==> src/rtl/wb_ctrl_pkg.sv <==
// Shared definitions for the NMC write-back path: FSM encoding and default geometry.
// Latency: n/a (types and constants only).
// Backpressure: n/a.
package wb_ctrl_pkg;

  // Geometry defaults shared with the NMC array so both ends agree on vector shape
  localparam int DEF_RELU_OUT_PRECISION = 4;
  localparam int DEF_DIM                = 64;
  localparam int DEF_ADDR_W             = 6;
  localparam int DEF_FIFO_DEPTH         = 4;

  // Write-back job sequencer states
  typedef enum logic [1:0] {
    ST_IDLE = 2'd0,
    ST_RUN  = 2'd1,
    ST_DONE = 2'd2
  } wb_state_e;

endpackage

==> src/rtl/wb_fifo.sv <==
// First-word fall-through FIFO holding activation vectors awaiting write-back.
// Latency: entry pushed in cycle N is visible on o_head_dat in cycle N+1.
// Backpressure: push ignored when full unless a pop happens in the same cycle.
module wb_fifo #(
  parameter int WIDTH = 8,
  parameter int DEPTH = 4
) (
  input  logic             clk,
  input  logic             rst_n,
  input  logic             i_push,
  input  logic [WIDTH-1:0] i_push_dat,
  input  logic             i_pop,
  output logic [WIDTH-1:0] o_head_dat,
  output logic             o_full,
  output logic             o_empty
);

  // DEPTH is a power of two, so pointers wrap naturally at AW bits
  localparam int AW = (DEPTH > 1) ? $clog2(DEPTH) : 1;
  localparam logic [AW:0]   C_CNT_ONE  = (AW+1)'(1);
  localparam logic [AW:0]   C_CNT_FULL = (AW+1)'(DEPTH);
  localparam logic [AW-1:0] C_PTR_ONE  = AW'(1);

  logic [WIDTH-1:0] r_mem [DEPTH];
  logic [AW-1:0]    r_wr_ptr;
  logic [AW-1:0]    r_rd_ptr;
  logic [AW:0]      r_cnt;
  logic             w_push_ok;
  logic             w_pop_ok;

  assign o_full     = (r_cnt == C_CNT_FULL);
  assign o_empty    = (r_cnt == '0);
  assign o_head_dat = r_mem[r_rd_ptr];
  assign w_pop_ok   = i_pop && !o_empty;
  // A pop frees the slot the push needs, so full+pop+push is legal
  assign w_push_ok  = i_push && (!o_full || w_pop_ok);

  // Storage: cleared on reset so the head reads zero while empty after reset
  always_ff @(posedge clk or negedge rst_n) begin
    if (!rst_n) begin
      for (int i = 0; i < DEPTH; i++) r_mem[i] <= '0;
    end else if (w_push_ok) begin
      r_mem[r_wr_ptr] <= i_push_dat;
    end
  end

  // Pointer and occupancy bookkeeping
  always_ff @(posedge clk or negedge rst_n) begin
    if (!rst_n) begin
      r_wr_ptr <= '0;
      r_rd_ptr <= '0;
      r_cnt    <= '0;
    end else begin
      if (w_push_ok) r_wr_ptr <= r_wr_ptr + C_PTR_ONE;
      if (w_pop_ok)  r_rd_ptr <= r_rd_ptr + C_PTR_ONE;
      case ({w_push_ok, w_pop_ok})
        2'b10:   r_cnt <= r_cnt + C_CNT_ONE;
        2'b01:   r_cnt <= r_cnt - C_CNT_ONE;
        default: r_cnt <= r_cnt;
      endcase
    end
  end

endmodule

==> src/rtl/wb_ctrl.sv <==
// Write-back controller: buffers NMC ReLU vectors and writes them to consecutive memory rows.
// Latency: vector accepted in cycle N into an empty buffer is offered on wb_* in cycle N+1.
// Backpressure: wb_ready stalls the head; a vector arriving with the buffer full is dropped and flagged.
module wb_ctrl
  import wb_ctrl_pkg::*;
#(
  parameter int RELU_OUT_PRECISION = DEF_RELU_OUT_PRECISION,
  parameter int DIM                = DEF_DIM,
  parameter int ADDR_W             = DEF_ADDR_W,
  parameter int FIFO_DEPTH         = DEF_FIFO_DEPTH
) (
  input  logic                             clk,
  input  logic                             rst_n,
  input  logic                             start,
  input  logic [ADDR_W-1:0]                base_addr,
  input  logic [ADDR_W:0]                  num_rows,
  input  logic                             relu_valid,
  input  logic [RELU_OUT_PRECISION*DIM-1:0] relu_out,
  output logic                             wb_valid,
  input  logic                             wb_ready,
  output logic [ADDR_W-1:0]                wb_addr,
  output logic [RELU_OUT_PRECISION*DIM-1:0] wb_data,
  output logic                             busy,
  output logic                             done,
  output logic                             overflow
);

  localparam int W = RELU_OUT_PRECISION * DIM;
  localparam logic [ADDR_W:0]   C_CNT_ONE  = (ADDR_W+1)'(1);
  localparam logic [ADDR_W-1:0] C_ADDR_ONE = ADDR_W'(1);

  wb_state_e         r_state;
  wb_state_e         w_state_nxt;
  logic [ADDR_W-1:0] r_wr_addr;
  logic [ADDR_W:0]   r_acc_cnt;
  logic [ADDR_W:0]   r_wr_cnt;
  logic              r_overflow;

  logic              w_start_ok;
  logic              w_offer;
  logic              w_push;
  logic              w_drop;
  logic              w_pop;
  logic              w_fifo_full;
  logic              w_fifo_empty;
  logic [W-1:0]      w_head;

  // Start only counts in IDLE; a start during a job is ignored
  assign w_start_ok = (r_state == ST_IDLE) && start;
  assign w_pop      = !w_fifo_empty && wb_ready;
  // Vectors beyond the job size or outside RUN are silently ignored
  assign w_offer    = (r_state == ST_RUN) && relu_valid && (r_acc_cnt != '0);
  assign w_push     = w_offer && (!w_fifo_full || w_pop);
  assign w_drop     = w_offer && w_fifo_full && !w_pop;

  assign wb_valid = !w_fifo_empty;
  assign wb_data  = w_head;
  assign wb_addr  = r_wr_addr;
  assign overflow = r_overflow;

  wb_fifo #(
    .WIDTH (W),
    .DEPTH (FIFO_DEPTH)
  ) u_fifo (
    .clk        (clk),
    .rst_n      (rst_n),
    .i_push     (w_push),
    .i_push_dat (relu_out),
    .i_pop      (w_pop),
    .o_head_dat (w_head),
    .o_full     (w_fifo_full),
    .o_empty    (w_fifo_empty)
  );

  // FSM state register
  always_ff @(posedge clk or negedge rst_n) begin
    if (!rst_n) r_state <= ST_IDLE;
    else        r_state <= w_state_nxt;
  end

  // FSM next-state: RUN ends after the handshake that writes the last row
  always_comb begin
    w_state_nxt = r_state;
    case (r_state)
      ST_IDLE: if (start) w_state_nxt = (num_rows == '0) ? ST_DONE : ST_RUN;
      ST_RUN:  if (w_pop && (r_wr_cnt == C_CNT_ONE)) w_state_nxt = ST_DONE;
      ST_DONE: w_state_nxt = ST_IDLE;
      default: w_state_nxt = ST_IDLE;
    endcase
  end

  // FSM outputs: busy only while a job runs, done is the single DONE cycle
  always_comb begin
    busy = 1'b0;
    done = 1'b0;
    case (r_state)
      ST_RUN:  busy = 1'b1;
      ST_DONE: done = 1'b1;
      default: ;
    endcase
  end

  // Job counters, row pointer and sticky drop flag
  always_ff @(posedge clk or negedge rst_n) begin
    if (!rst_n) begin
      r_wr_addr  <= '0;
      r_acc_cnt  <= '0;
      r_wr_cnt   <= '0;
      r_overflow <= 1'b0;
    end else if (w_start_ok) begin
      r_wr_addr  <= base_addr;
      r_acc_cnt  <= num_rows;
      r_wr_cnt   <= num_rows;
      r_overflow <= 1'b0;
    end else begin
      if (w_push) r_acc_cnt <= r_acc_cnt - C_CNT_ONE;
      if (w_pop) begin
        r_wr_addr <= r_wr_addr + C_ADDR_ONE;
        if (r_wr_cnt != '0) r_wr_cnt <= r_wr_cnt - C_CNT_ONE;
      end
      if (w_drop) r_overflow <= 1'b1;
    end
  end

endmodule

==> config.mk <==
export PLATFORM = sky130hd
export DESIGN_NAME = wb_ctrl
export DESIGN_NICKNAME = d
export VERILOG_FILES = /design/src/rtl/wb_ctrl_pkg.sv /design/src/rtl/wb_fifo.sv /design/src/rtl/wb_ctrl.sv
export SDC_FILE = /design/constraint.sdc
export NUM_CORES = 1
export LEC_CHECK = 0
export CAP_MARGIN = 20
export CORE_MARGIN = 1
export CORE_UTILIZATION = 45
export CTS_BUF_LIST = sky130_fd_sc_hd__clkbuf_2
export CTS_CLUSTER_SIZE = 8
export DETAILED_ROUTE_END_ITERATION = 8
export PLACE_DENSITY = 0.72
export REMOVE_ABC_BUFFERS = 1
export SYNTH_ARGS = -nofsm -noshare
export SYNTH_HDL_FRONTEND = slang
export SYNTH_SLANG_ARGS = --single-unit
==> constraint.sdc <==
create_clock -name clk -period 5.8 [get_ports clk]
set_clock_uncertainty 0.15 [all_clocks]
set_input_delay 0.58 -clock clk [delete_from_list [all_inputs] [get_ports clk]]
set_output_delay 0.58 -clock clk [all_outputs]
set_load 0.005 [all_outputs]
# Yosys cells after proc, flatten, opt, wreduce, memory -nomap -nowiden

Cells that the tools add are included.

Output and inout port bits: 266
Bits of input ports: 274
Memory bits (read-only): 0
Memories kept: 0
Memory bits (writable): 0
Logic and storage cells: 82
Latch bits: 0
Register bits after elaboration: 1,054

Add/subtract/negate cells: 7
Reductions and logical operators: 28
Order comparisons: 3
Shift-type cells: 0
Multiply operators: 0
Eq/ne operators: 8
Div/mod/pow operators: 0
Bitwise operators: 2
Multiplexer cells: 22

Operators by type and width:

| cell                  | count |
|---|---|
| $bwmux W1024          | 1 |
| $mux W256             | 3 |
| $bmux W256 S2         | 1 |
| $demux W256 S2        | 1 |
| $mux W7               | 5 |
| $reduce_bool A7 Y1    | 2 |
| $sub A7 B1 Y7 const B | 2 |
| $mux W6               | 2 |
| $logic_and A1 B1 Y1   | 11 |
| $reduce_bool A2 Y1    | 5 |
| $eq A7 B1 Y1 const B  | 1 |
| $logic_not A7 Y1      | 1 |
| $add A6 B1 Y6 const B | 1 |
| $ge A3 B3 Y1 const B  | 2 |
| $mux W2               | 3 |
| $not A2 Y3            | 2 |
| $pmux W3 S2           | 1 |
| $add A2 B1 Y2 const B | 2 |
| $eq A2 B1 Y1 const B  | 2 |
| $eq A2 B2 Y1 const B  | 2 |
| $mux W1               | 4 |
| $pmux W2 S2           | 1 |
| $reduce_and A2 Y1     | 2 |
| $add A3 B1 Y3 const B | 1 |
| 9 further kinds       | 12 |

# Longest topological paths before layout

Gate-level depths: netlist of the first run.

Word-level depth: 8
Mapped depth: 12
Gate-level depth less buffers: 11

# Modules after synthesis

From an unflattened synthesis of the first run, not the netlist that was laid out.

Cells, all modules: 2,664
Area, all modules: 46,105.5 µm²

By module, submodules not included:

| module  | cells an instance | sequential area each (µm²) | area an instance (µm²) | instances |
|---|---|---|---|---|
| wb_fifo | 2,515             | 25,799.7                   | 44,735.4               | 1 |
| wb_ctrl | 149               | 575.6                      | 1,370.1                | 1 |

# Least setup slack after synthesis of the first run

No wires, ideal clock.

Path kind: input -> register
Start point: input port wb_ready
End point: register u_fifo.r_cnt[2]
Required time: 5,571 ps
Cell stages on the path: 10
Buffers on the path: 1
Setup time: 79 ps
Setup slack: 3,266 ps
Arrival: 2,305 ps
Cell sequence: nor4b_1 -> a211oi_2 -> buf_4 -> inv_2 -> ha_1 -> inv_1 -> fa_1 -> xor2_1 -> nor2_1 -> xor2_1

Cells in the longest elaborated chain, start to end: 6
Elaborated cells on any way between the ends: 10
Those cells by class: eq/ne (2); mux (1); reduce/logical (7)

RTL lines:

| item                                                             | line                         | RTL |
|---|---|---|
| start: declaration                                               | wb_ctrl.sv:20                | `input logic wb_ready,` |
| $logic_and A1 B1 Y1 (*)                                          | wb_ctrl.sv:50                | `assign w_pop = !w_fifo_empty && wb_ready;` |
| $logic_or A1 B1 Y1 / $logic_and A1 B1 Y1 (equally long branches) | wb_ctrl.sv:53, wb_fifo.sv:34 |  |
| $logic_and A1 B1 Y1 / $logic_or A1 B1 Y1 (equally long branches) | wb_ctrl.sv:53, wb_fifo.sv:36 |  |
| $logic_and A1 B1 Y1                                              | wb_fifo.sv:36                | `assign w_push_ok = i_push && (!o_full \|\| w_pop_ok);` |
| $eq A2 B1 Y1 / $eq A2 B2 Y1 (equally long branches)              | wb_fifo.sv:56                | `case ({w_push_ok, w_pop_ok})` |
| $pmux W3 S2 / $reduce_bool A2 Y1 (equally long branches)         | n/a                          |  |
| end signal: assignment                                           | wb_fifo.sv:57                | `2'b10: r_cnt <= r_cnt + C_CNT_ONE;` |
| end signal: assignment                                           | wb_fifo.sv:58                | `2'b01: r_cnt <= r_cnt - C_CNT_ONE;` |
| end signal: assignment                                           | wb_fifo.sv:59                | `default: r_cnt <= r_cnt;` |
| end: declaration                                                 | wb_fifo.sv:27                | `logic [AW:0] r_cnt;` |

Mark *: on every way between the ends. The rest lies on a longest branch, timed or not.
A chain may end at the register's enable or synchronous reset.

# Worst setup path after layout of the first run

Start point: register u_fifo.r_rd_ptr[0]
End point: output port wb_data[129]

Cells in the longest elaborated chain, start to end: 4

RTL lines:

| item                                          | line          | RTL |
|---|---|---|
| start: declaration                            | wb_fifo.sv:26 | `logic [AW-1:0] r_rd_ptr;` |
| start signal: assignment                      | wb_fifo.sv:55 | `if (w_pop_ok) r_rd_ptr <= r_rd_ptr + C_PTR_ONE;` |
| $not A2 Y3 (not written as such)              | wb_fifo.sv:33 | `assign o_head_dat = r_mem[r_rd_ptr];` |
| $bmux W256 S2                                 | wb_fifo.sv:33 |  |
| $mux W256 (not written as such) (2 in series) | wb_fifo.sv:33 |  |
| end: declaration                              | wb_ctrl.sv:22 | `output logic [RELU_OUT_PRECISION*DIM-1:0] wb_data,` |

Every way passes these cells. The select of a mux whose other input is x is not followed.

==> results of run 1 <==
[final cells by class]
class                           instances  area [sq um]  share of cell area, %
Inverter                               13          48.8                 0.0821
Multi-Input combinational cell       1408         18200                   30.6
Sequential cell                      1054         26400                   44.4
Clock inverter                         57           295                  0.497
Timing Repair Buffer                 1053         10700                   18.0
Antenna cell                           12          30.0                 0.0506
Clock buffer                          406          2030                   3.42
Tap cell                             1357          1700                   2.86
[worst paths after layout]
path	cells after the start	end
worst max-delay path	3	wb_data[129]
worst min-delay path	3	u_fifo.r_mem[145]
worst max register to register	7	u_fifo.r_mem[871]
worst min register to register	1	u_fifo.r_mem[309]
max in group asynchronous	5	u_fifo.r_cnt[2]
min in group asynchronous	4	u_fifo.r_mem[342]
[cell families after synthesis]
family	count (synthesis)	synth area share, %
mux	1283	37.8
flops	1054	57.5
buf+inv	187	2.90
simple gates	67	0.745
compound gates	34	0.478
xor+xnor	14	0.267
fa+ha+maj	10	0.289
[metrics by stage]
step                      setup slack, ns  hold slack, ns  util (%)  setup TNS, ns
after floorplan                     -5.47           0.134         -       -1894.40
after global placement               1.73           0.331      52.1              0
after detailed placement             1.64           0.337      52.1              0
after CTS                           0.459        0.000245      59.0              0
after global routing                0.364          0.0245      59.1              0
final                               0.809           0.248      59.1              0
[registers in the layout (all words and copies together), names as in the netlist]
name and flops:
u_fifo.r_wr_ptr 2, wb_addr 6, u_fifo.r_cnt 3, u_fifo.r_mem 1024, r_acc_cnt 7, u_fifo.r_rd_ptr 2, r_state 2, overflow 1
r_wr_cnt 7
[power by group through the flow]
stage / clock network, mW / registers [mW] / logic, mW
2_1_floorplan: 0 / 12.9 / 9.90
3_3_place_gp: 0 / 12.9 / 15.3
3_5_place_dp: 0 / 13.4 / 15.7
4_1_cts: 5.19 / 13.2 / 16.1
5_1_grt: 5.62 / 13.7 / 17.0
6_report: 5.00 / 13.3 / 16.0
[layer usage]
layer / vias up / share of wire [%] / global-route usage, %
li1: 12400 / - / -
met1: 15200 / 39 / 26.7
met2: 874 / 52 / 39.9
met3: 229 / 6.3 / 6.89
met4: 6 / 2.4 / 8.16
met5: - / 0.027 / 0
[layout by cell type (no fill, tap or decap), types with 11 or more instances in the layout]
cell type,instances
clkinv_1,40
mux2_2,1024
dfrtp_1,1052
dlygate4sd3_1,464
inv_2,14
diode_2,12
clkdlybuf4s50_1,538
nand2_1,21
nor2_1,15
clkbuf_2,406
a21oi_1,11
buf_12,22
inv_1,11
buf_4,27
mux4_2,256
[worst register-to-register path, stage by stage (launching register included)]
cell	delay [ns]
dfrtp_1	0.39
inv_1	0.06
ha_1	0.22
nor3b_1	0.19
a211oi_4	0.94
nand2_4	0.84
buf_12	0.59
mux2_2	0.33
[repair_timing]
action,4_1_cts,5_1_grt
hold buffers,465,0
gates resized for setup,0,0
endpoints found under the hold margin,2107,0
==> results.toml, run 1 <==
[finish]
syn_to_final_growth_pct = 29.6
layout.cells.non_filler = 5360
fillers = 7591
final_area_sq_mm = 0.0594
drive_gt1_share_pct = 44.2
nets = 4107

[power]
power.switching_mw = 11.0
clock_power_share_pct = 14.6
p_leak_nw = 25.3
switching_share_pct = 32.1
power.density_mw_per_mm2 = 578
finalPower_mw = 34.3
p_comb_share_pct = 46.7
ir_drop_v = 0.000439
p_seq_share_pct = 38.7
intPower_mw = 23.3

[clock_tree]
cts_buffers = 293
h-tree-depth = 5
cts_sinks = 1054
cts_buffer_depth = 4
clk_latency_ns = 1.43
cts_setup_buffers = 0
clk_transition_reported_paths_ns = 0.11
ctsRootBufferMaster = "clkbuf_2"
cts_tree = "done"

[yosys]
synthFlopType = "dfrtp_1"
yosys-top-cells-count = "1054 x dfrtp_1, 1024 x mux2_2, 256 x mux4_2, 64 x buf_6, 51 x buf_2"
synthTopCellsByArea = "dfrtp_1 58%, mux2_2 25%, mux4_2 13%"
synth-seq-cells = 1054
yosysTopAreaCell = "dfrtp_1"
ys_warn_count = 0
synth_top_area_share_pct = 57.5
synth_seq_area_share_pct = 57.5
synth_edf_count = 0
async_flop_share_pct = 100
mappedNetlistArea_sq_mm = 0.0458
syn_inst = 2649
avgSynthCellArea_sq_um = 17.3
synth_cell_types = 41
synthMostInstantiatedCell = "dfrtp_1"

[drt]
wl_per_cell_um = 21.7
postRouteWirelength_mm = 116
vias = 28700
drt_iter0_drc = 1388
postRouteAntennaNets = 0
via_per_inst = 5.36
firstDrtPassIters = 6
drc = 0

[timing]
worst_pin_slew_ns = 1.11
min_period_over_period_pct = 86.1
setup_viol = 0
fin_crit_ns = 4.99
drv_slew = 0
timing.fmax_mhz = 200
slew_headroom_pct = 25.8
hold_viol_final = 0
rsz0062_at_grt = "no"

[place]
place_area_sq_mm = 0.0524
gp_congestion = 0.822
dp.cells = 4420
hpwl_mm = 69.0
io_buffers = 539

[setup_path]
arrival_ns = 4.26
r2r_start = "r_acc_cnt[0]"
critPathSlowestCell = "dfrtp_4"
critical_path_class = "register to output port"
cp-startpoint = "u_fifo.r_rd_ptr[0]"
rrSetupSlack_ns = 1.92
cp.required_ns = 5.07
crit_chain = "buf_4 > mux4_2 > clkdlybuf4s50_1"
worstPathMaxFanout = 38
crit_family = "buffers and inverters"
end_kind = "output port"
worst_setup_path_start_kind = "register"
path_buf_inv = 2
cpPeakStageDelay_ns = 1.10

[floorplan]
core_area_sq_mm = 0.101
chipHeight_um = 321
fp.dieW_um = 321
ios = 540
initial_core_util_pct = 45.6
row_count = 116
fp.dieArea_sq_mm = 0.103

[global_routing]
grt_usage_pct = 22.9
overflow = 0
antenna_found_initial = 12
grt_pass1_wl_mm = 185
grt_start_max_net_pins = 185
grt_pass1_vias = 33900

[worst_hold_path]
min_from = "relu_out[145]"
hold_class = "primary input to register"

[run_status]
status = "complete, no violations"

[job]
drv_cap = 0
(Power assumes the default switching activity.)
==> inputs of run 2 (changes only) <==
--- a/config.mk
+++ b/config.mk
@@ -16,3 +16,4 @@
 export SYNTH_ARGS = -nofsm -noshare
 export SYNTH_HDL_FRONTEND = slang
 export SYNTH_SLANG_ARGS = --single-unit
+export TNS_END_PERCENT = 30
==> results of run 2 <==
Same layout as run 1: the final DEF is identical, and so are final timing and power.
